==> config.mk <==
export PLATFORM = sky130hd
export DESIGN_NAME = fas_seq_ctrl
export DESIGN_NICKNAME = d
export VERILOG_FILES = /design/src/rtl/fas_seq_ctrl.sv
export SDC_FILE = /design/constraint.sdc
export NUM_CORES = 1
export LEC_CHECK = 0
export ABC_AREA = 0
export BUFFER_PORTS_ARGS = -buffer_cell sky130_fd_sc_hd__buf_2
export CORE_ASPECT_RATIO = 0.75
export CORE_MARGIN = 3
export CORE_UTILIZATION = 49
export DETAILED_ROUTE_END_ITERATION = 8
export GPL_TIMING_DRIVEN = 0
export PLACE_DENSITY = 0.82
export SYNTH_ARGS = -nofsm -noshare
export SYNTH_HDL_FRONTEND = slang
export SYNTH_SLANG_ARGS = --single-unit
==> constraint.sdc <==
create_clock -name clk -period 1.5 [get_ports clk]
set_input_delay 0.3 -clock clk [delete_from_list [all_inputs] [get_ports clk]]
set_output_delay 0.3 -clock clk [all_outputs]
set_load 0.005 [all_outputs]
==> src/rtl/fas_seq_ctrl.sv <==
// Sequencer for a FIR -> ping-pong frame buffer -> FFT pipeline.
// Counts input samples, strobes FIR results into the buffer and schedules FFT frames.
`timescale 1ns/1ps
module fas_seq_ctrl #(
  parameter int TAPS        = 32,
  parameter int FRAME_LEN   = 16,
  parameter int NUM_SAMPLES = 1024,
  localparam int AW         = (FRAME_LEN > 1) ? $clog2(FRAME_LEN) : 1
) (
  input  logic          clk,
  input  logic          rst,
  input  logic          data_valid,
  input  logic          fft_busy,
  input  logic          fft_done,
  output logic          fir_shift,
  output logic          fir_valid,
  output logic          buf_wr,
  output logic [AW-1:0] buf_addr,
  output logic          buf_bank,
  output logic          fft_start,
  output logic          fft_valid,
  output logic [7:0]    frame_cnt,
  output logic          overrun,
  output logic          done,
  output logic [2:0]    state_dbg
);

  localparam logic [2:0] S_IDLE  = 3'd0;
  localparam logic [2:0] S_FILL  = 3'd1;
  localparam logic [2:0] S_RUN   = 3'd2;
  localparam logic [2:0] S_DRAIN = 3'd3;
  localparam logic [2:0] S_DONE  = 3'd4;

  localparam logic [10:0]   TAPS_C = 11'(TAPS);
  localparam logic [10:0]   NUM_C  = 11'(NUM_SAMPLES);
  localparam logic [AW-1:0] LAST_A = AW'(FRAME_LEN - 1);

  logic [2:0]  state, state_n;
  logic [10:0] sample_cnt;
  logic [10:0] cnt_inc;
  logic        accepting, accept;
  logic        frame_done, issue_pending, start_new;
  logic        pending, in_flight, done_ok, drain_clear;

  // Handshake: data_valid is a one-cycle sample strobe with no back-pressure;
  // it is honoured only before the run length is reached, ignored afterwards.
  assign accepting = (state == S_IDLE) || (state == S_FILL) || (state == S_RUN);
  assign accept    = data_valid && accepting;
  assign cnt_inc   = sample_cnt + 11'd1;
  assign fir_shift = accept;
  assign buf_wr    = fir_valid;
  assign state_dbg = state;

  // Frame scheduling: a held frame goes out as soon as the engine is free;
  // only one frame may wait, later completions are dropped.
  assign frame_done    = fir_valid && (buf_addr == LAST_A);
  assign issue_pending = pending && !fft_busy;
  assign start_new     = frame_done && !fft_busy && !pending;
  assign done_ok       = fft_done && in_flight;
  assign drain_clear   = !pending && !fft_busy && !in_flight && !fft_start && !fir_valid;

  always_comb begin
    state_n = state;
    case (state)
      S_IDLE, S_FILL, S_RUN: begin
        if (accept) begin
          if (cnt_inc >= NUM_C)       state_n = S_DRAIN;
          else if (cnt_inc >= TAPS_C) state_n = S_RUN;
          else                        state_n = S_FILL;
        end
      end
      S_DRAIN: if (drain_clear) state_n = S_DONE;
      S_DONE:  state_n = S_DONE;
      default: state_n = S_IDLE;
    endcase
  end

  always_ff @(posedge clk or posedge rst) begin
    if (rst) begin
      state      <= S_IDLE;
      sample_cnt <= '0;
      fir_valid  <= 1'b0;
      buf_addr   <= '0;
      buf_bank   <= 1'b0;
      fft_start  <= 1'b0;
      fft_valid  <= 1'b0;
      frame_cnt  <= '0;
      overrun    <= 1'b0;
      done       <= 1'b0;
      pending    <= 1'b0;
      in_flight  <= 1'b0;
    end else begin
      state <= state_n;
      if (accept && (sample_cnt != NUM_C)) sample_cnt <= cnt_inc;
      fir_valid <= accept && (cnt_inc >= TAPS_C);

      if (fir_valid) buf_addr <= (buf_addr == LAST_A) ? '0 : buf_addr + AW'(1);
      if (frame_done) buf_bank <= ~buf_bank;

      fft_start <= issue_pending || start_new;
      if (issue_pending) begin
        pending <= frame_done;
      end else if (frame_done && fft_busy) begin
        if (pending) overrun <= 1'b1;
        else         pending <= 1'b1;
      end

      // A start in this cycle keeps the engine marked busy even if an
      // earlier frame's done arrives alongside it.
      if (fft_start)    in_flight <= 1'b1;
      else if (done_ok) in_flight <= 1'b0;
      fft_valid <= done_ok;
      if (done_ok && (frame_cnt != 8'hFF)) frame_cnt <= frame_cnt + 8'd1;

      if ((state == S_DRAIN) && drain_clear) done <= 1'b1;
    end
  end

endmodule

==> impl_metrics.json, run 1 <==
{
  "outcome": "finished, violations left",
  "failed_checks": "negative hold slack, negative setup slack",
  "post_synthesis_mean_instance_area_um2": 10.6,
  "fin_skew_ps": 8.96,
  "cts_tree": "done",
  "ff2ff_path_depth": 8,
  "fin_crit_ps": 1810,
  "placeableCoreArea_um2": 3080,
  "clk_transition_reported_paths_ps": 70,
  "synth_cell_types": 42,
  "io_pins": 28,
  "leakage_uw": 0.00114,
  "track_usage": 0.184,
  "critical_path_arrival_ps": 2020,
  "io_buffer_count": 27,
  "critical_path_required_ps": 1710,
  "number_of_design_rule_violations_left_after_detail_routing": 0,
  "cts.root.buffer_cell": "sky130_fd_sc_hd__clkbuf_8",
  "syn_area_um2": 1660,
  "report.power.total_uw": 1720,
  "crit_path_end": "sample_cnt[5]$_DFFE_PP0P_",
  "postLayoutSetupSlackWorst_ps": -306,
  "cts-htree-levels": 2,
  "finalNetCount": 220,
  "initial_utilization": 0.538,
  "warnings_synthesis": 0,
  "number_of_buffers_inserted_during_clock_tree_synthesis": 5,
  "post-route-period-util": 1.20,
  "worstSetupStartpoint": "sample_cnt[0]$_DFFE_PP0P_",
  "grt_max_degree": 35,
  "drv.max_cap_violation_count": 0,
  "first_global_vias": 1299,
  "cts.hold.buffers_added": 0,
  "sequential_cell_area_um2": 856,
  "std_cell_rows": 17,
  "async_set_reset_flop_share_out_of_synthesis": 1.00,
  "hp_class": "in2async",
  "synthFlopType": "sky130_fd_sc_hd__dfrtp_1",
  "post_drt_via_cell_ratio": 5.56,
  "fin_hold_ws_ps": -10.8,
  "postRouteWirelength_um": 3910,
  "report.final.slew_viol_count": 0,
  "synth_edf_count": 0,
  "clock_tree.buffer_depth": 2,
  "finalHoldViolations": 14,
  "area_growth_syn_to_layout_pct": 37.5,
  "crit_path_start_kind": "register",
  "fp.dieW_um": 73.2,
  "ys_seq_area_frac": 0.512,
  "worst-slew-pin-transition_ps": 570,
  "mapped_nets": 165,
  "grt.overflow.total": 0,
  "fmaxAchievable_mhz": 554,
  "worstPathCellList": "inv_2 > ha_4 > nor4b_4 > nand3_1 > o41a_1 > buf_6 > nand4_1 > xnor2_1",
  "crit_path_end_kind": "register",
  "relSlewSlack": 0.618,
  "routed_wire_length_per_instance_um": 15.6,
  "first_iter_violations": 62,
  "synth_cells": 156,
  "worst_ir_drop_vdd_mv": 0.635,
  "n_diodes": 0,
  "r2r_slack_ps": -310,
  "place_worst_setup_slack_ps": -254,
  "antenna_found_initial": 0,
  "final.fill_count": 211,
  "power_density_cells_nw_per_um2": 751,
  "postSynthRegisterBits": 34,
  "finalSetupTns_ps": -2820,
  "r2r-start": "sample_cnt[0]$_DFFE_PP0P_",
  "vias": 1391,
  "capture_instance_of_the_worst_register_to_register_path": "sample_cnt[5]$_DFFE_PP0P_",
  "cp_slowest_cell": "sky130_fd_sc_hd__dfrtp_1",
  "die_y_um": 56.4,
  "drive_above_1_share": 0.448,
  "rsz0062_at_grt": "true",
  "crit_path_max_fanout": 5,
  "critical-path-max-stage-delay_ps": 420,
  "wire_length_of_the_first_global_routing_pass_um": 5830,
  "clock-sinks": 34,
  "finalSetupViolations": 12,
  "clock_latency_ps": 290,
  "antenna_violating_nets_post_route": 0,
  "hpwlAfterDp_um": 2300,
  "finalWeightedCongestion": 0.897,
  "multiInputGateArea_um2": 863,
  "detailedRoute.firstPassIterationCount": 4,
  "dieArea_um2": 4130,
  "critPathKind": "reg2reg"
}
## placed cells by master, fill, tap and decap left out, types with 2 or more instances in the layout
master                     netlist  final
sky130_fd_sc_hd__dfrtp_1        34     30
sky130_fd_sc_hd__buf_2           2     27
sky130_fd_sc_hd__buf_4           1     21
sky130_fd_sc_hd__xnor2_1        16     14
sky130_fd_sc_hd__nand2_1        15     11
sky130_fd_sc_hd__nor2_1         10      8
sky130_fd_sc_hd__nand3_1         8      8
sky130_fd_sc_hd__nand4_1         8      8
sky130_fd_sc_hd__xor2_1          6      6
sky130_fd_sc_hd__clkbuf_8        0      6
sky130_fd_sc_hd__buf_6           2      5
sky130_fd_sc_hd__o21ai_0         7      5
sky130_fd_sc_hd__dfrtp_2         0      4
sky130_fd_sc_hd__inv_2           0      3
sky130_fd_sc_hd__and4_4          1      2
sky130_fd_sc_hd__and3_4          0      2
sky130_fd_sc_hd__nand2_4         0      2
sky130_fd_sc_hd__xnor2_2         0      2
sky130_fd_sc_hd__nand2_2         0      2
sky130_fd_sc_hd__inv_1           6      2
sky130_fd_sc_hd__nor2_2          0      2
sky130_fd_sc_hd__and3_1          4      2
sky130_fd_sc_hd__a21oi_1         2      2
sky130_fd_sc_hd__nand2b_1        2      2
sky130_fd_sc_hd__mux2_2          2      2
sky130_fd_sc_hd__ha_2            0      2
## worst min-delay path by stage
stage / from / end / slack (ps) / cells past startpoint
final: rst / frame_cnt[0]$_DFFE_PP0P_ / -10 / 2
after detailed placement: buf_bank$_DFFE_PP0P_ / buf_bank$_DFFE_PP0P_ / 450 / 1
after CTS: fft_busy / fft_start$_DFF_PP0_ / 210 / 2
after global placement: buf_bank$_DFFE_PP0P_ / buf_bank$_DFFE_PP0P_ / 450 / 1
after floorplan: fft_busy / fft_start$_DFF_PP0_ / 370 / 1
after global routing: rst / frame_cnt[0]$_DFFE_PP0P_ / 10 / 2
## worst max-delay path, delay by kind of cell, from the launching register on
kind                       cells  cell delay, ps
and+or+nand+nor                3             430
DFF                            1             420
AOI/OAI and AO/OA              1             370
buffers and inverters          2             260
adders and majority gates      1             140
xor gates and xnor gates       1             120
## routing by layer
metal  GRT usage  wire length (µm)  up-vias
met5           0                 0        -
met4      0.0789                53        0
met3      0.0572               197        6
met2       0.274              1920       37
met1       0.243              1740      688
li1            -                 -      660
## cell usage after synthesis (all sizes together) (4+ instances only)
cell,n,area (µm²)
and3,4,25.0
buf,5,40.0
xor2,6,52.6
nor2,10,37.5
nand3,8,40.0
dfrtp,34,851
o21ai,7,35.0
inv,6,22.5
nand4,8,50.1
nand2,15,56.3
xnor2,16,140
ha,4,50.1
## kinds of logic (layout without fill, tap and decap cells)
family,count (synthesis),after routing,synth area share
xor+xnor,22,22,0.116
mux,2,2,0.0136
flops,34,34,0.512
fa+ha+maj,5,5,0.0362
buf+inv,14,70,0.0452
simple gates,56,56,0.175
compound gates,23,23,0.102
## final cells by class
cell class / count / area share
tap: 38 / 0.0208
multi-input combinational: 108 / 0.378
clock buffer: 6 / 0.0362
timing repair buffer: 49 / 0.145
buffer: 7 / 0.0285
clock inverter: 2 / 0.00712
sequential: 34 / 0.375
inverter: 6 / 0.00986
## report_power, final
group	total (µW)	internal (µW)	switching [µW]
Combinational	64.3	28.0	36.2
Clock	726	378	349
Sequential	926	922	3.95
Total	1720	1330	389
## sequential cells by signal, indices dropped and copies added (netlist names)
| signal | count |
|---|---|
| fft_start | 1 |
| frame_cnt | 8 |
| overrun | 1 |
| state_dbg | 3 |
| pending | 1 |
| buf_addr | 4 |
| in_flight | 1 |
| buf_bank | 1 |
| sample_cnt | 11 |
| buf_wr | 1 |
| done | 1 |
| fft_valid | 1 |
## stage by stage
stage	cells	cell area (µm²)	util
2_1_floorplan	156	1700	-
3_3_place_gp	221	1880	0.610
3_5_place_dp	221	1880	0.610
4_1_cts	238	2070	0.670
5_1_grt	250	2280	0.740
6_report	250	2280	0.740
## repair_timing
| action | 4_1_cts | 5_1_grt |
|---|---|---|
| hold endpoints to repair | 0 | 0 |
| resized for setup | 5 | 32 |
| pin swaps | 3 | 12 |
| endpoints found under the setup margin | 16 | 22 |
| cloned | 0 | 1 |
| setup buffers | 10 | 10 |
Note: power is estimated with default switching activity, not from simulation.
==> run 2, diff against run 1 <==
--- a/config.mk
+++ b/config.mk
@@ -8,10 +8,13 @@
 export ABC_AREA = 0
 export BUFFER_PORTS_ARGS = -buffer_cell sky130_fd_sc_hd__buf_2
+export CELL_PAD_IN_SITES_DETAIL_PLACEMENT = 1
+export CELL_PAD_IN_SITES_GLOBAL_PLACEMENT = 1
 export CORE_ASPECT_RATIO = 0.75
 export CORE_MARGIN = 3
-export CORE_UTILIZATION = 49
+export CORE_UTILIZATION = 39
 export DETAILED_ROUTE_END_ITERATION = 8
 export GPL_TIMING_DRIVEN = 0
-export PLACE_DENSITY = 0.82
+export PLACE_DENSITY = 0.83
+export SKIP_LAST_GASP = 1
 export SYNTH_ARGS = -nofsm -noshare
 export SYNTH_HDL_FRONTEND = slang
==> constraint.sdc (replaced) <==
create_clock -name clk -period 1.5 [get_ports clk]
set_input_delay 0.15 -clock clk [delete_from_list [all_inputs] [get_ports clk]]
set_output_delay 0.15 -clock clk [all_outputs]
set_load 0.005 [all_outputs]
==> run 2 against run 1 <==
Effect of this change:
- the flow still finishes with violations (negative hold slack, negative setup slack)
- register-to-register slack better by 50 ps
- fmax increased by 2.8%
- total power is 2.2% lower
- sequential power about the same
- core utilization fell by 18 points
- largest cell class is now sequential cells
- highest routed layer unchanged
==> impl_metrics.json, run 2 (synthesis gave the netlist of run 1 again) <==
{
  "hpwlAfterDp_um": 2750,
  "seq_power_share": 0.552,
  "post_drt_via_cell_ratio": 5.48,
  "grt.overflow.total": 0,
  "initial_utilization": 0.428,
  "placeableCoreArea_um2": 3870,
  "routed_wire_length_per_instance_um": 16.7,
  "finalSetupViolations": 12,
  "mostFrequentLayoutCells": "sky130_fd_sc_hd__buf_2 (30), sky130_fd_sc_hd__dfrtp_1 (30), sky130_fd_sc_hd__xnor2_1 (16), sky130_fd_sc_hd__buf_4 (15), sky130_fd_sc_hd__nand2_1 (13)",
  "leakage_uw": 0.00107,
  "finalSetupTns_ps": -2540,
  "antenna_violating_nets_post_route": 0,
  "critical-path-max-stage-delay_ps": 430,
  "std_cell_rows": 19,
  "sequential_cell_area_um2": 856,
  "postRouteWirelength_um": 4300,
  "io_pins": 28,
  "fmaxAchievable_mhz": 569,
  "n_diodes": 0,
  "busiest_layer": "met2",
  "clock-sinks": 34,
  "report.final.slew_viol_count": 0,
  "antenna_found_initial": 0,
  "fp.dieW_um": 81.3,
  "io_buffer_count": 27,
  "rsz0062_at_grt": "true",
  "cp_slowest_cell": "sky130_fd_sc_hd__dfrtp_2",
  "finalWeightedCongestion": 0.843,
  "power.switching_uw": 367,
  "number_of_buffers_inserted_during_clock_tree_synthesis": 5,
  "clock_tree.buffer_depth": 2,
  "failed_checks": "negative hold slack, negative setup slack",
  "cts.hold.buffers_added": 0,
  "crit_path_end_kind": "register",
  "cts.root.buffer_cell": "sky130_fd_sc_hd__clkbuf_8",
  "postLayoutSetupSlackWorst_ps": -257,
  "fin_hold_ws_ps": -26.8,
  "crit_path_max_fanout": 4,
  "final.fill_count": 430,
  "power_density_cells_nw_per_um2": 776,
  "critical_path_required_ps": 1720,
  "finalNetCount": 214,
  "vias": 1413,
  "first_global_vias": 1434,
  "worst-slew-pin-transition_ps": 716,
  "grt_max_degree": 35,
  "postLayoutCoreUtil": 0.558,
  "hp_class": "in2async",
  "largest_register_ff_count": 11,
  "area_growth_syn_to_layout_pct": 30.3,
  "critPathKind": "reg2reg",
  "drive_above_1_share": 0.393,
  "cts-htree-levels": 2,
  "largest_registers": "sample_cnt: 11 flops, frame_cnt: 8 flops, buf_addr: 4 flops",
  "relSlewSlack": 0.522,
  "dieArea_um2": 5080,
  "critical_path_arrival_ps": 1980,
  "fin_skew_ps": 9.01,
  "die_y_um": 62.5,
  "multiInputGateArea_um2": 821,
  "cts_tree": "done",
  "grtUsageMet3": 0.0548,
  "first_iter_violations": 64,
  "worst_ir_drop_vdd_mv": 0.561,
  "worstPathCellList": "buf_4 > a211o_1 > a211oi_2 > o211ai_1 > buf_4 > o21ai_1 > a32o_1",
  "track_usage": 0.183,
  "crit_path_start_kind": "register",
  "crit_buf_inv": 2,
  "clk_transition_reported_paths_ps": 70,
  "worst_path_dominant_cell_family": "compound AO/OA/AOI/OAI gates",
  "place_worst_setup_slack_ps": -343,
  "worst_path_most_repeated_cell": "sky130_fd_sc_hd__buf_4",
  "number_of_design_rule_violations_left_after_detail_routing": 0,
  "grt_use_met2": 0.282,
  "drv.max_cap_violation_count": 0,
  "pwr-share-comb": 0.033,
  "clock_group_share_of_total_power": 0.415,
  "detailedRoute.firstPassIterationCount": 4,
  "largest-register": "sample_cnt",
  "power_switching_share": 0.218,
  "clock_latency_ps": 290,
  "grt_use_met1": 0.238,
  "finalHoldViolations": 34,
  "fin_crit_ps": 1760,
  "wire_length_of_the_first_global_routing_pass_um": 7110,
  "outcome": "finished, violations left",
  "post-route-period-util": 1.17,
  "intPower_uw": 1310
}
run 2: per-stage QoR:
stage | instance area, µm² | power, µW | hold slack (ps) | instances
after floorplan | 1700 | 969 | 216 | 156
after global placement | 1900 | 987 | 344 | 235
after detailed placement | 1900 | 992 | 367 | 235
after CTS | 2100 | 1690 | 55.7 | 251
after global routing | 2160 | 1760 | 21.5 | 258
final | 2160 | 1680 | -26.8 | 258
run 2: area by class of cell:
| type | instances | area share |
|---|---|---|
| flip-flops and latches | 34 | 0.396 |
| clock inverters | 1 | 0.00231 |
| well taps | 52 | 0.0301 |
| multi-input cells | 108 | 0.379 |
| inverters | 6 | 0.0104 |
| clock buffers | 7 | 0.0399 |
| repair buffers | 42 | 0.113 |
| plain buffers | 8 | 0.0289 |
run 2: path summary, 6_finish.rpt:
check	startpoint	endpoint	slack (ps)	depth (start not counted)
max in group asynchronous	rst	state_dbg[0]$_DFFE_PP0P_	1020	2
min in group clk	fft_busy	fft_start$_DFF_PP0_	60	2
hold / removal	rst	frame_cnt[4]$_DFFE_PP0P_	-30	2
hold reg to reg	overrun$_DFFE_PP0P_	overrun$_DFFE_PP0P_	460	1
setup / recovery	sample_cnt[0]$_DFFE_PP0P_	state_dbg[0]$_DFFE_PP0P_	-260	7
setup reg to reg	sample_cnt[0]$_DFFE_PP0P_	state_dbg[0]$_DFFE_PP0P_	-260	7
run 2: layer usage:
metal	part of all wire	vias to the layer above	routed length, µm
li1	-	644	-
met1	0.44	724	1880
met2	0.50	33	2130
met3	0.042	12	181
met4	0.025	0	109
met5	0	-	0
run 2: power groups by stage:
stage	Sequential (µW)	Clock [µW]	Combinational, µW
6_report	926	697	54.9
5_1_grt	926	767	64.3
4_1_cts	926	708	55.3
3_5_place_dp	946	0	46.0
3_3_place_gp	945	0	42.4
2_1_floorplan	945	0	23.2
run 2: what timing repair did:
action,in CTS,in global routing
gates cloned,1,0
setup buffers,7,7
endpoints found under the setup margin,15,23
resized for setup,12,8
pin swaps,10,5
